$ cat src/rtl/mem_pkg.sv
// Shared constants for the data memory master.
// State encodings and byte-lane geometry.
package mem_pkg;

  localparam int BYTES_PER_WORD = 4;
  localparam int LANE_W = 8;

  typedef logic [1:0] state_t;

  localparam state_t IDLE = 2'd0;
  localparam state_t XFER = 2'd1;
  localparam state_t DONE = 2'd2;

endpackage

$ cat src/rtl/data_mem_master.sv
// Data memory initiator: serialises one 32-bit load/store
// into four little-endian byte transfers on a ready port.
module data_mem_master
  import mem_pkg::*;
#(
  parameter int TIMEOUT     = 16,
  parameter bit ALIGN_CHECK = 1'b1
) (
  input  logic        clk_i,
  input  logic        rst_i,
  input  logic        req_i,
  input  logic        we_i,
  input  logic [31:0] addr_i,
  input  logic [31:0] wdata_i,
  output logic [31:0] rdata_o,
  output logic        stall_o,
  output logic        done_o,
  output logic        err_o,
  output logic [31:0] mem_addr_o,
  output logic [7:0]  mem_wdata_o,
  output logic        mem_we_o,
  output logic        mem_re_o,
  input  logic [7:0]  mem_rdata_i,
  input  logic        mem_ready_i
);

  localparam int WW = (TIMEOUT > 1) ? $clog2(TIMEOUT) : 1;
  localparam logic [WW-1:0] WAIT_MAX = WW'(TIMEOUT - 1);

  state_t        state_q;
  logic [31:0]   addr_q;
  logic [31:0]   wdata_q;
  logic          we_q;
  logic          err_q;
  logic [1:0]    cnt_q;
  logic [WW-1:0] wait_q;
  logic [23:0]   rbuf_q;
  logic [31:0]   rdata_q;

  logic misaligned;
  logic xfer;
  logic last;

  assign misaligned = ALIGN_CHECK && (addr_i[1:0] != 2'b00);
  assign xfer       = (state_q == XFER);
  assign last       = (cnt_q == 2'd3);

  always_ff @(posedge clk_i) begin
    if (rst_i) begin
      state_q <= IDLE;
      addr_q  <= '0;
      wdata_q <= '0;
      we_q    <= 1'b0;
      err_q   <= 1'b0;
      cnt_q   <= '0;
      wait_q  <= '0;
      rbuf_q  <= '0;
      rdata_q <= '0;
    end else begin
      unique case (state_q)
        IDLE: begin
          if (req_i) begin
            addr_q  <= addr_i;
            we_q    <= we_i;
            wdata_q <= wdata_i;
            cnt_q   <= '0;
            wait_q  <= '0;
            err_q   <= misaligned;
            state_q <= misaligned ? DONE : XFER;
          end
        end
        XFER: begin
          if (mem_ready_i) begin
            wait_q <= '0;
            // upper byte lands straight in rdata so it only moves on success
            if (!we_q) begin
              if (last) begin
                rdata_q <= {mem_rdata_i, rbuf_q};
              end else begin
                rbuf_q[8*cnt_q +: 8] <= mem_rdata_i;
              end
            end
            if (last) begin
              state_q <= DONE;
            end else begin
              cnt_q <= cnt_q + 2'd1;
            end
          end else if (wait_q == WAIT_MAX) begin
            err_q   <= 1'b1;
            state_q <= DONE;
          end else begin
            wait_q <= wait_q + WW'(1);
          end
        end
        DONE: begin
          state_q <= IDLE;
        end
        default: begin
          state_q <= IDLE;
        end
      endcase
    end
  end

  assign stall_o     = (state_q == IDLE) ? req_i : xfer;
  assign done_o      = (state_q == DONE);
  assign err_o       = done_o & err_q;
  assign rdata_o     = rdata_q;
  assign mem_addr_o  = xfer ? (addr_q + {30'd0, cnt_q}) : '0;
  assign mem_wdata_o = xfer ? wdata_q[8*cnt_q +: 8] : '0;
  assign mem_we_o    = xfer & we_q;
  assign mem_re_o    = xfer & ~we_q;

endmodule

$ cat config.mk
export PLATFORM = sky130hd
export DESIGN_NAME = data_mem_master
export DESIGN_NICKNAME = d
export VERILOG_FILES = /design/src/rtl/mem_pkg.sv /design/src/rtl/data_mem_master.sv
export SDC_FILE = /design/constraint.sdc
export NUM_CORES = 1
export LEC_CHECK = 0
export ABC_AREA = 1
export BUFFER_PORTS_ARGS = -buffer_cell sky130_fd_sc_hd__buf_2
export CAP_MARGIN = 0
export CORE_MARGIN = 2
export CORE_UTILIZATION = 58
export DETAILED_ROUTE_END_ITERATION = 7
export MAX_ROUTING_LAYER = met4
export PLACE_DENSITY_LB_ADDON = 0.12
export SYNTH_ARGS = -nofsm -noshare
export SYNTH_HDL_FRONTEND = slang
export SYNTH_SLANG_ARGS = --single-unit
$ cat constraint.sdc
create_clock -name clk_i -period 4.8 [get_ports clk_i]
set_clock_uncertainty 0.2 [all_clocks]
set_input_delay 0.72 -clock clk_i [delete_from_list [all_inputs] [get_ports clk_i]]
set_output_delay 0.72 -clock clk_i [all_outputs]
set_load 0.02 [all_outputs]
### Word-level counts from Yosys, hierarchy flattened

Index checks and enable logic that the tools add are counted.

* bits in writable memories: 0
* memories kept: 0
* memory bits (read-only): 0
* logic and storage cells: 65
* output and inout bits: 77
* latch bits: 0
* register bits after elaboration: 130

* muxes and demuxes: 22
* bitwise operators: 5
* order comparisons: 0
* reductions and logical operators: 10
* multiply operators: 0
* add/sub/neg operators: 4
* shift-type cells: 3
* eq/ne operators: 12
* divide/modulo/power cells: 0

Operator list (count)
* $neg A5 Y34: 1
* $shift A8 B34 Y24 const A: 1
* $shiftx A8 B34 Y24: 1
* $add A32 B2 Y32: 1
* $mux W32: 1
* $shiftx A32 B6 Y8: 1
* $bwmux W24: 1
* $mux W2: 8
* $reduce_and A4 Y1: 4
* $mux W4: 3
* $mux W8: 1
* $ne A2 B2 Y1 const B: 4
* $pmux W2 S2: 2
* $pmux W4 S2: 1
* $ne A3 B2 Y1 const B: 2
* $reduce_and A3 Y1: 2
* $add A4 B1 Y4 const B: 1
* $eq A2 B2 Y1 const B: 2
* $eq A4 B4 Y1 const B: 1
* $mux W1: 4
* $reduce_bool A2 Y1: 2
* $and A1 B1 Y1: 3
* $ne A3 B3 Y1 const B: 1
* $add A2 B1 Y2 const B: 1
* 6 further kinds: 7

### Logic depth before layout (Yosys ltp)

Gate-level depths: netlist of the first run.

* depth in word-level cells: 4
* gate-level depth with buffers: 10

### Least setup slack after synthesis of the first run

No wires, ideal clock.

* kind: register -> output
* start: register cnt_q[0]
* end: output mem_addr_o[30]
* cell stages (with the launch flop): 11
* arrival time: 1.811 ns
* slack: 2.069 ns
* path through: dfxtp_1 ha_1 fa_1 nand2_2 nor2_1 nand2_1 nor2_1 nand2_1 nand2_1 nand2_1 nor2_1

* cells in the longest elaborated chain, start to end: 2

Ends and longest elaborated chain
* start: declaration: line data_mem_master.sv:35 `logic [1:0] cnt_q;`
* start signal: assignment: line data_mem_master.sv:86 `cnt_q <= cnt_q + 2'd1;`
* $add A32 B2 Y32: line data_mem_master.sv:109 `assign mem_addr_o = xfer ? (addr_q + {30'd0, cnt_q}) : '0;`
* $mux W32: line data_mem_master.sv:109
* end: declaration: line data_mem_master.sv:19 `output logic [31:0] mem_addr_o,`

Every way passes these cells.

### Worst setup path after layout of the first run

Same ends and word-level chain as after synthesis.

==> results.ini, run 1 <==
[run_status]
status=finished clean

[critical_path]
path_class=register to primary output
cp-startpoint=cnt_q[0]$_SDFFE_PP0P_
cp-start-kind=register
reg2regPathDepth=7
setup.worst_path.end_class=primary output
cp.arrival_ns=2.80
r2r_slack_ns=2.03
slowest_stage=nor2_1
r2r_start=cnt_q[1]$_SDFFE_PP0P_
crit_path_max_fanout=23
cp_cell_sequence=buf_4 > ha_1 > fa_1 > nand2_2 > nor2_1 > nand2_1 > nor2_1 > nand2_1 > nand2_1 > nand2_1 > nor2_1 > buf_2
cp.required_ns=3.88
max_stage_delay_ns=0.34
cp_common_cell=nand2_1
r2r-end=rbuf_q[5]$_SDFFE_PP0P_

[cts]
cts_buffers=17
clock-sinks=130
clockRootBuffer=clkbuf_8
clk_latency_ns=0.53
clock_path_buffers=2
hold_buffers=0
path_clk_slew_ns=0.06
cts_tree=built
cts_resized=0
cts_setup_buffers=0
htreeDepth=4

[timing]
finalMaxSlewViolations=0
setup-violations-final=0
worst_pin_slew_ns=0.605
hold_viol=0
setup_tns_ns=0
timing.fmax_mhz=269
period_minus_slack_ns=3.72
fin_ws_ns=1.08
min_period_over_period_pct=77.4
rsz0062_at_grt=no
relSlewSlack_pct=59.5

[grt]
grt_pass1_wl_um=27600
grt_usage_pct=30.3
grt_pass1_vias=5786
overflow=0
grt_antenna_before_repair=0
grt_max_degree=47

[die]
rows=38
coreArea_um2=10800
io-pin-count=154
die_x_um=109
die_h_um=109
start_util_pct=59.4
die_area_um2=12000

[place]
gp_congestion=0.950
portBuffers=153
dp_hpwl_um=11900
pre_cts_ws_ns=1.63

[yosys]
synth_area_um2=6440
ys_warn_count=0
syn_avg_cell_area_um2=6.35
ys_types=28
yosys_register_bits=130
synthCells=1015
synth_nets=1101
seq_area_frac_synth_pct=40.4

[power]
p_leak_nw=3.56
p_total_mw=2.79
vdd_drop_max_mv=0.383
p_per_area_nw_per_um2=358

[drt]
num_vias=6672
viasPerCell=5.14
drt_pre_antenna_iters=5
ant_nets=0
wl_per_cell_um=13.3
drt_iter0_drc=430
drc_errors=0
wl_um=17300

[final_layout]
final_util_pct=71.8
area_growth_pct=20.9
drive_gt1_share_pct=17.6
layout.nets=1232
multiInputGateArea_um2=3270
diodes=0
num-fill-cells=1000
seqCellArea_um2=2600

[worst_hold_path]
worst_hold_path.endpoint=wdata_q[27]$_SDFFE_PP0P_
hold_path.class=primary input to register
hold_depth=3
min_from=wdata_i[27]

[flow_run]
drv_cap=0

-- routing by layer --
| layer | vias to the layer above | global-route usage (%) | part of all wire, % |
|---|---|---|---|
| met5 | - | - | 0 |
| li1 | 3443 | - | - |
| met1 | 2943 | 38.7 | 45 |
| met3 | 30 | 6.16 | 7.1 |
| met2 | 256 | 48.2 | 45 |
| met4 | 0 | 9.76 | 2.1 |
-- registers in the layout, indices dropped and copies added (netlist names) --
name     flops
cnt_q        2
state_q      2
we_q         1
rdata_o     32
addr_q      32
err_q        1
rbuf_q      24
wait_q       4
wdata_q     32
-- area by class of cell --
type                       instances  share of cell area (%)
clock buffer                      18                    5.49
clock inverter                    13                    2.04
inverter                          90                    4.34
multi-input combinational        747                    42.0
sequential                       130                    33.4
tap                              140                    2.25
timing repair buffer             160                    10.5
-- kinds of logic after synthesis --
group                    after synthesis  share of synthesized area (%)
AO/OA/AOI/OAI                        176                           13.8
XOR/XNOR                               3                          0.408
adder cells (fa/ha/maj)                9                           1.86
buffers and inverters                138                           8.90
flip-flops                           130                           40.4
AND/OR/NAND/NOR                      559                           34.6
-- Yosys cell counts --
library cell  instances  area [µm²]
nor2_1              313        1170
nand2_1             185         694
dfxtp_1             130        2600
o21ai_0             126         631
inv_1                85         319
a21oi_1              46         230
nand3_1              44         220
clkbuf_1             28         105
buf_2                 8        40.0
ha_1                  8         100
nor3_1                6        30.0
buf_1                 5        18.8
buf_6                 5        56.3
clkinv_1              4        15.0
nand2_4               4        45.0
buf_4                 2        15.0
nand2_2               2        12.5
nor2_2                2        12.5
o211ai_1              2        15.0
xnor2_1               2        17.5
fa_1                  1        20.0
inv_2                 1        3.75
nand3b_1              1        7.51
nor2_4                1        11.3
nor2_8                1        20.0
o211a_1               1        10.0
o21ai_1               1        5.00
xor2_1                1        8.76
-- stage by stage --
stage	std cells	instance area [µm²]	hold WS, ns
after floorplan	1015	6440	0.228
after global placement	1267	7200	0.248
after detailed placement	1267	7200	0.251
after CTS	1298	7790	0.227
after global routing	1298	7790	0.256
final	1298	7790	0.239
-- worst max-delay path by stage --
| stage | slack, ns | cells after the start | to |
|---|---|---|---|
| 6_report | 1.08 | 12 | mem_addr_o[30] |
| 5_1_grt | 0.84 | 11 | mem_addr_o[16] |
| 4_1_cts | 1.07 | 12 | mem_addr_o[30] |
| 3_5_place_dp | 1.63 | 12 | mem_addr_o[30] |
| 3_3_place_gp | 1.70 | 12 | mem_addr_o[30] |
| 2_1_floorplan | 2.07 | 10 | mem_addr_o[30] |
-- critical path, delay by kind of cell, from the launching register on --
| family | cells | cell delay [ns] |
|---|---|---|
| DFF | 1 | 0.30 |
| buffers and inverters | 2 | 0.41 |
| and+or+nand+nor | 8 | 1.06 |
| adders and majority gates | 2 | 0.50 |
-- where the power goes --
part           switching [mW]  internal (mW)
Clock                   0.492          0.801
Combinational           0.194          0.103
Sequential             0.0560           1.14
-- layout by cell type, fill, tap and decap left out --
| cell type | count |
|---|---|
| buf_4 | 7 |
| clkinv_2 | 4 |
| nand3b_1 | 1 |
| ha_1 | 8 |
| inv_6 | 2 |
| bufinv_16 | 3 |
| o21ai_1 | 1 |
| xnor2_1 | 2 |
| nor2_8 | 1 |
| xor2_1 | 1 |
| o211a_1 | 1 |
| nor2_2 | 2 |
| clkbuf_16 | 16 |
| o21ai_0 | 126 |
| clkinvlp_4 | 3 |
| nand3_1 | 44 |
| clkinv_4 | 1 |
| fa_1 | 1 |
| nor2_1 | 313 |
| dfxtp_1 | 130 |
| a21oi_1 | 46 |
| buf_2 | 153 |
| nor3_1 | 6 |
| nand2_1 | 184 |
| o211ai_1 | 2 |
| inv_2 | 2 |
| clkinv_1 | 3 |
| clkbuf_8 | 2 |
| nand2_4 | 4 |
| inv_1 | 85 |
| nor2_4 | 1 |
| nand2_2 | 3 |
Power figures use the tool's default switching activity.
==> run 2, diff against run 1 <==
Settings changed: ABC_AREA 1 to 0, CORE_UTILIZATION 58 to 53.
Clock period 4.8 ns to 3.7 ns, I/O delays scaled along.
==> run 2 against run 1 <==
Die area fell by 0.31%. Register-to-register slack got worse by 0.93 ns. First-iteration DRC count fell by 8.6%. Flip-flop and latch count did not move. Synthesized area fell by 8.9%. Clock power rose by 29%. Critical path type unchanged.
==> results.ini, run 2 <==
[drt]
drc_errors=0  ; unchanged
wl_per_cell_um=15.1  ; +14%
viasPerCell=5.56  ; +8.1%
drt_pre_antenna_iters=5  ; unchanged
ant_nets=0  ; unchanged
drt_iter0_drc=393  ; -8.6%
num_vias=5846  ; -12%
wl_um=15900  ; -7.8%

[cts]
clock_path_buffers=2  ; unchanged
clock-sinks=130  ; unchanged
clockRootBuffer=clkbuf_8
cts_buffers=17  ; unchanged
cts_tree=built
path_clk_slew_ns=0.06  ; about the same
hold_buffers=0  ; unchanged
htreeDepth=4  ; unchanged
clk_latency_ns=0.51  ; -0.02 ns

[timing]
timing.fmax_mhz=281
min_period_over_period_pct=96.3
period_minus_slack_ns=3.56
rsz0062_at_grt=no
finalMaxSlewViolations=0  ; unchanged
setup-violations-final=0  ; unchanged
relSlewSlack_pct=35.9  ; -24 points
worst_pin_slew_ns=0.960  ; +0.355 ns
setup_tns_ns=0  ; unchanged
hold_ws_ns=0.0833  ; -0.155 ns
hold_viol=0  ; unchanged

[yosys]
synth_nets=848  ; -23%
syn_avg_cell_area_um2=7.70  ; +21%
synth_common_cells=235 x nand2_1, 148 x a21oi_1, 130 x dfxtp_1
yosysTopAreaCell=dfxtp_1
ys.flop_type=dfxtp_1
synth_area_um2=5870  ; -8.9%
synth_edf_count=0  ; unchanged
synthArstFlopShare_pct=0  ; unchanged
seq_area_frac_synth_pct=44.4  ; +4.0 points
synthCells=762  ; -25%
ys_warn_count=0  ; unchanged
synth_top_area_share_pct=44.4  ; +4.0 points
yosys_register_bits=130  ; unchanged
ys_top_cells_by_area=dfxtp_1 44%, nand2_1 15%, a21oi_1 13%
synth.most_common_cell=nand2_1
ys_types=49  ; +75%

[final_layout]
num-fill-cells=940  ; -6.0%
final_util_pct=67.7  ; -4.1 points
drive_gt1_share_pct=24.3  ; +6.7 points
final_cell_area_um2=7340  ; -5.7%
layout_common_cells=235 x nand2_1, 152 x buf_2, 148 x a21oi_1, 130 x dfxtp_1, 38 x nand3_1
final_common_cell=nand2_1
area_growth_pct=25.1
layout.nets=986  ; -20%
diodes=0  ; unchanged

[die]
io-pin-count=154  ; unchanged
rows=38  ; unchanged
start_util_pct=54.1  ; -5.3 points
coreArea_um2=10800  ; unchanged
die_area_um2=11900  ; -0.31%
die_x_um=109  ; -0.16%
die_h_um=109  ; -0.16%

[critical_path]
cp-start-kind=register
path_class=register to primary output
cp.arrival_ns=2.81  ; about the same
crit_path_max_fanout=16  ; -30%
reg2regPathDepth=6  ; -1
cp.required_ns=2.94  ; -0.94 ns
setup.worst_path.end_class=primary output

[place]
portBuffers=153  ; unchanged
dpl_cell_area_um2=6720  ; -6.8%
dp_hpwl_um=11200  ; -5.8%
gp_congestion=0.873  ; -8.1%

[flow_run]
drv_cap=0  ; unchanged

[power]
p_total_mw=3.52  ; +26%
vdd_drop_max_mv=0.302  ; -21%
p_leak_nw=2.92  ; -18%
p_per_area_nw_per_um2=480  ; +34%

[run_status]
status=finished clean

[grt]
grt_pass1_wl_um=25700  ; -6.8%
grt_pass1_vias=5503  ; -4.9%
grt_antenna_before_repair=0  ; unchanged
overflow=0  ; unchanged
grt_usage_pct=28.0  ; -2.3 points
grt_max_degree=59  ; +26%

[worst_hold_path]
hold_depth=3  ; unchanged
hold_path.class=primary input to register

==> run 2: changes by cell type in the layout (fill, tap and decap cells not counted), sizes merged, moves of 8 or more <==
| cell | before | now |
|---|---|---|
| nor2 | 317 | 18 |
| o21ai | 127 | 8 |
| a21oi | 46 | 148 |
| inv | 89 | 7 |
| nand2 | 191 | 235 |
| and2 | 0 | 13 |
| o31ai | 0 | 11 |
| buf | 160 | 170 |
| nand4 | 0 | 10 |
| or4 | 0 | 10 |
| mux4 | 0 | 8 |
==> run 2: cell families (layout without fill, tap and decap cells) <==
kind of cell    count (synthesis)  count (layout)  synth area share (%)
simple gates                  369             369                  28.7
compound gates                180             180                  16.6
flops                         130             130                  44.4
buf+inv                        57             207                  3.88
fa+ha+maj                       9               9                  2.05
xor+xnor                        9               9                  1.34
mux                             8               8                  3.07
==> run 2: repair_timing <==
action | CTS | global route
resized for setup | 0 | 1
buffers inserted | 0 | 3
setup endpoints to repair | 0 | 4
==> run 2: where the power goes <==
part / switching [mW] / internal [mW] / leakage [nW] / total (mW)
Sequential: 0.0612 / 1.46 / 1.06 / 1.52
Clock: 0.601 / 1.06 / 0.286 / 1.66
Combinational: 0.212 / 0.129 / 1.58 / 0.341
Total: 0.874 / 2.65 / 2.92 / 3.52
==> run 2: path summary, 6_finish.rpt <==
kind / slack, ns / start / to
worst max-delay path: 0.14 / addr_q[1]$_SDFFE_PP0P_ / mem_addr_o[19]
worst min-delay path: 0.08 / wdata_i[16] / wdata_q[16]$_SDFFE_PP0P_
worst max register to register: 1.10 / cnt_q[0]$_SDFFE_PP0P_ / rbuf_q[9]$_SDFFE_PP0P_
worst min register to register: 0.25 / rdata_o[10]$_SDFFE_PP0P_ / rdata_o[10]$_SDFFE_PP0P_
==> run 2: layout make-up <==
type | instances | area [µm²] | share of cell area, %
Clock inverter | 12 | 158 | 2.15
Tap cell | 140 | 175 | 2.39
Timing Repair Buffer | 170 | 896 | 12.2
Inverter | 6 | 22.5 | 0.307
Clock buffer | 19 | 442 | 6.02
Sequential cell | 130 | 2600 | 35.4
Multi-Input combinational cell | 575 | 3050 | 41.5
==> run 2: per-layer routing <==
layer / up-vias / GRT usage [%] / wire length, µm / part of all wire [%]
li1: 2900 / - / - / -
met5: - / - / 0 / 0
met3: 19 / 5.14 / 1100 / 6.9
met4: 0 / 6.96 / 187 / 1.2
met2: 215 / 46.2 / 7740 / 49
met1: 2712 / 35.5 / 6880 / 43
==> run 2: worst max-delay path: stages, from the launching register on <==
cell,delay (ns)
dfxtp_1,0.34
ha_1,0.29
a21oi_1,0.06
buf_4,0.16
or4b_4,0.62
or4_1,0.50
a21oi_1,0.17
buf_2,0.18
==> run 2: through the flow <==
step | instances | worst slack, ns
2_1_floorplan | 762 | 0.769
3_3_place_gp | 1018 | 0.708
3_5_place_dp | 1018 | 0.661
4_1_cts | 1049 | 0.109
5_1_grt | 1052 | 0.0348
6_report | 1052 | 0.137
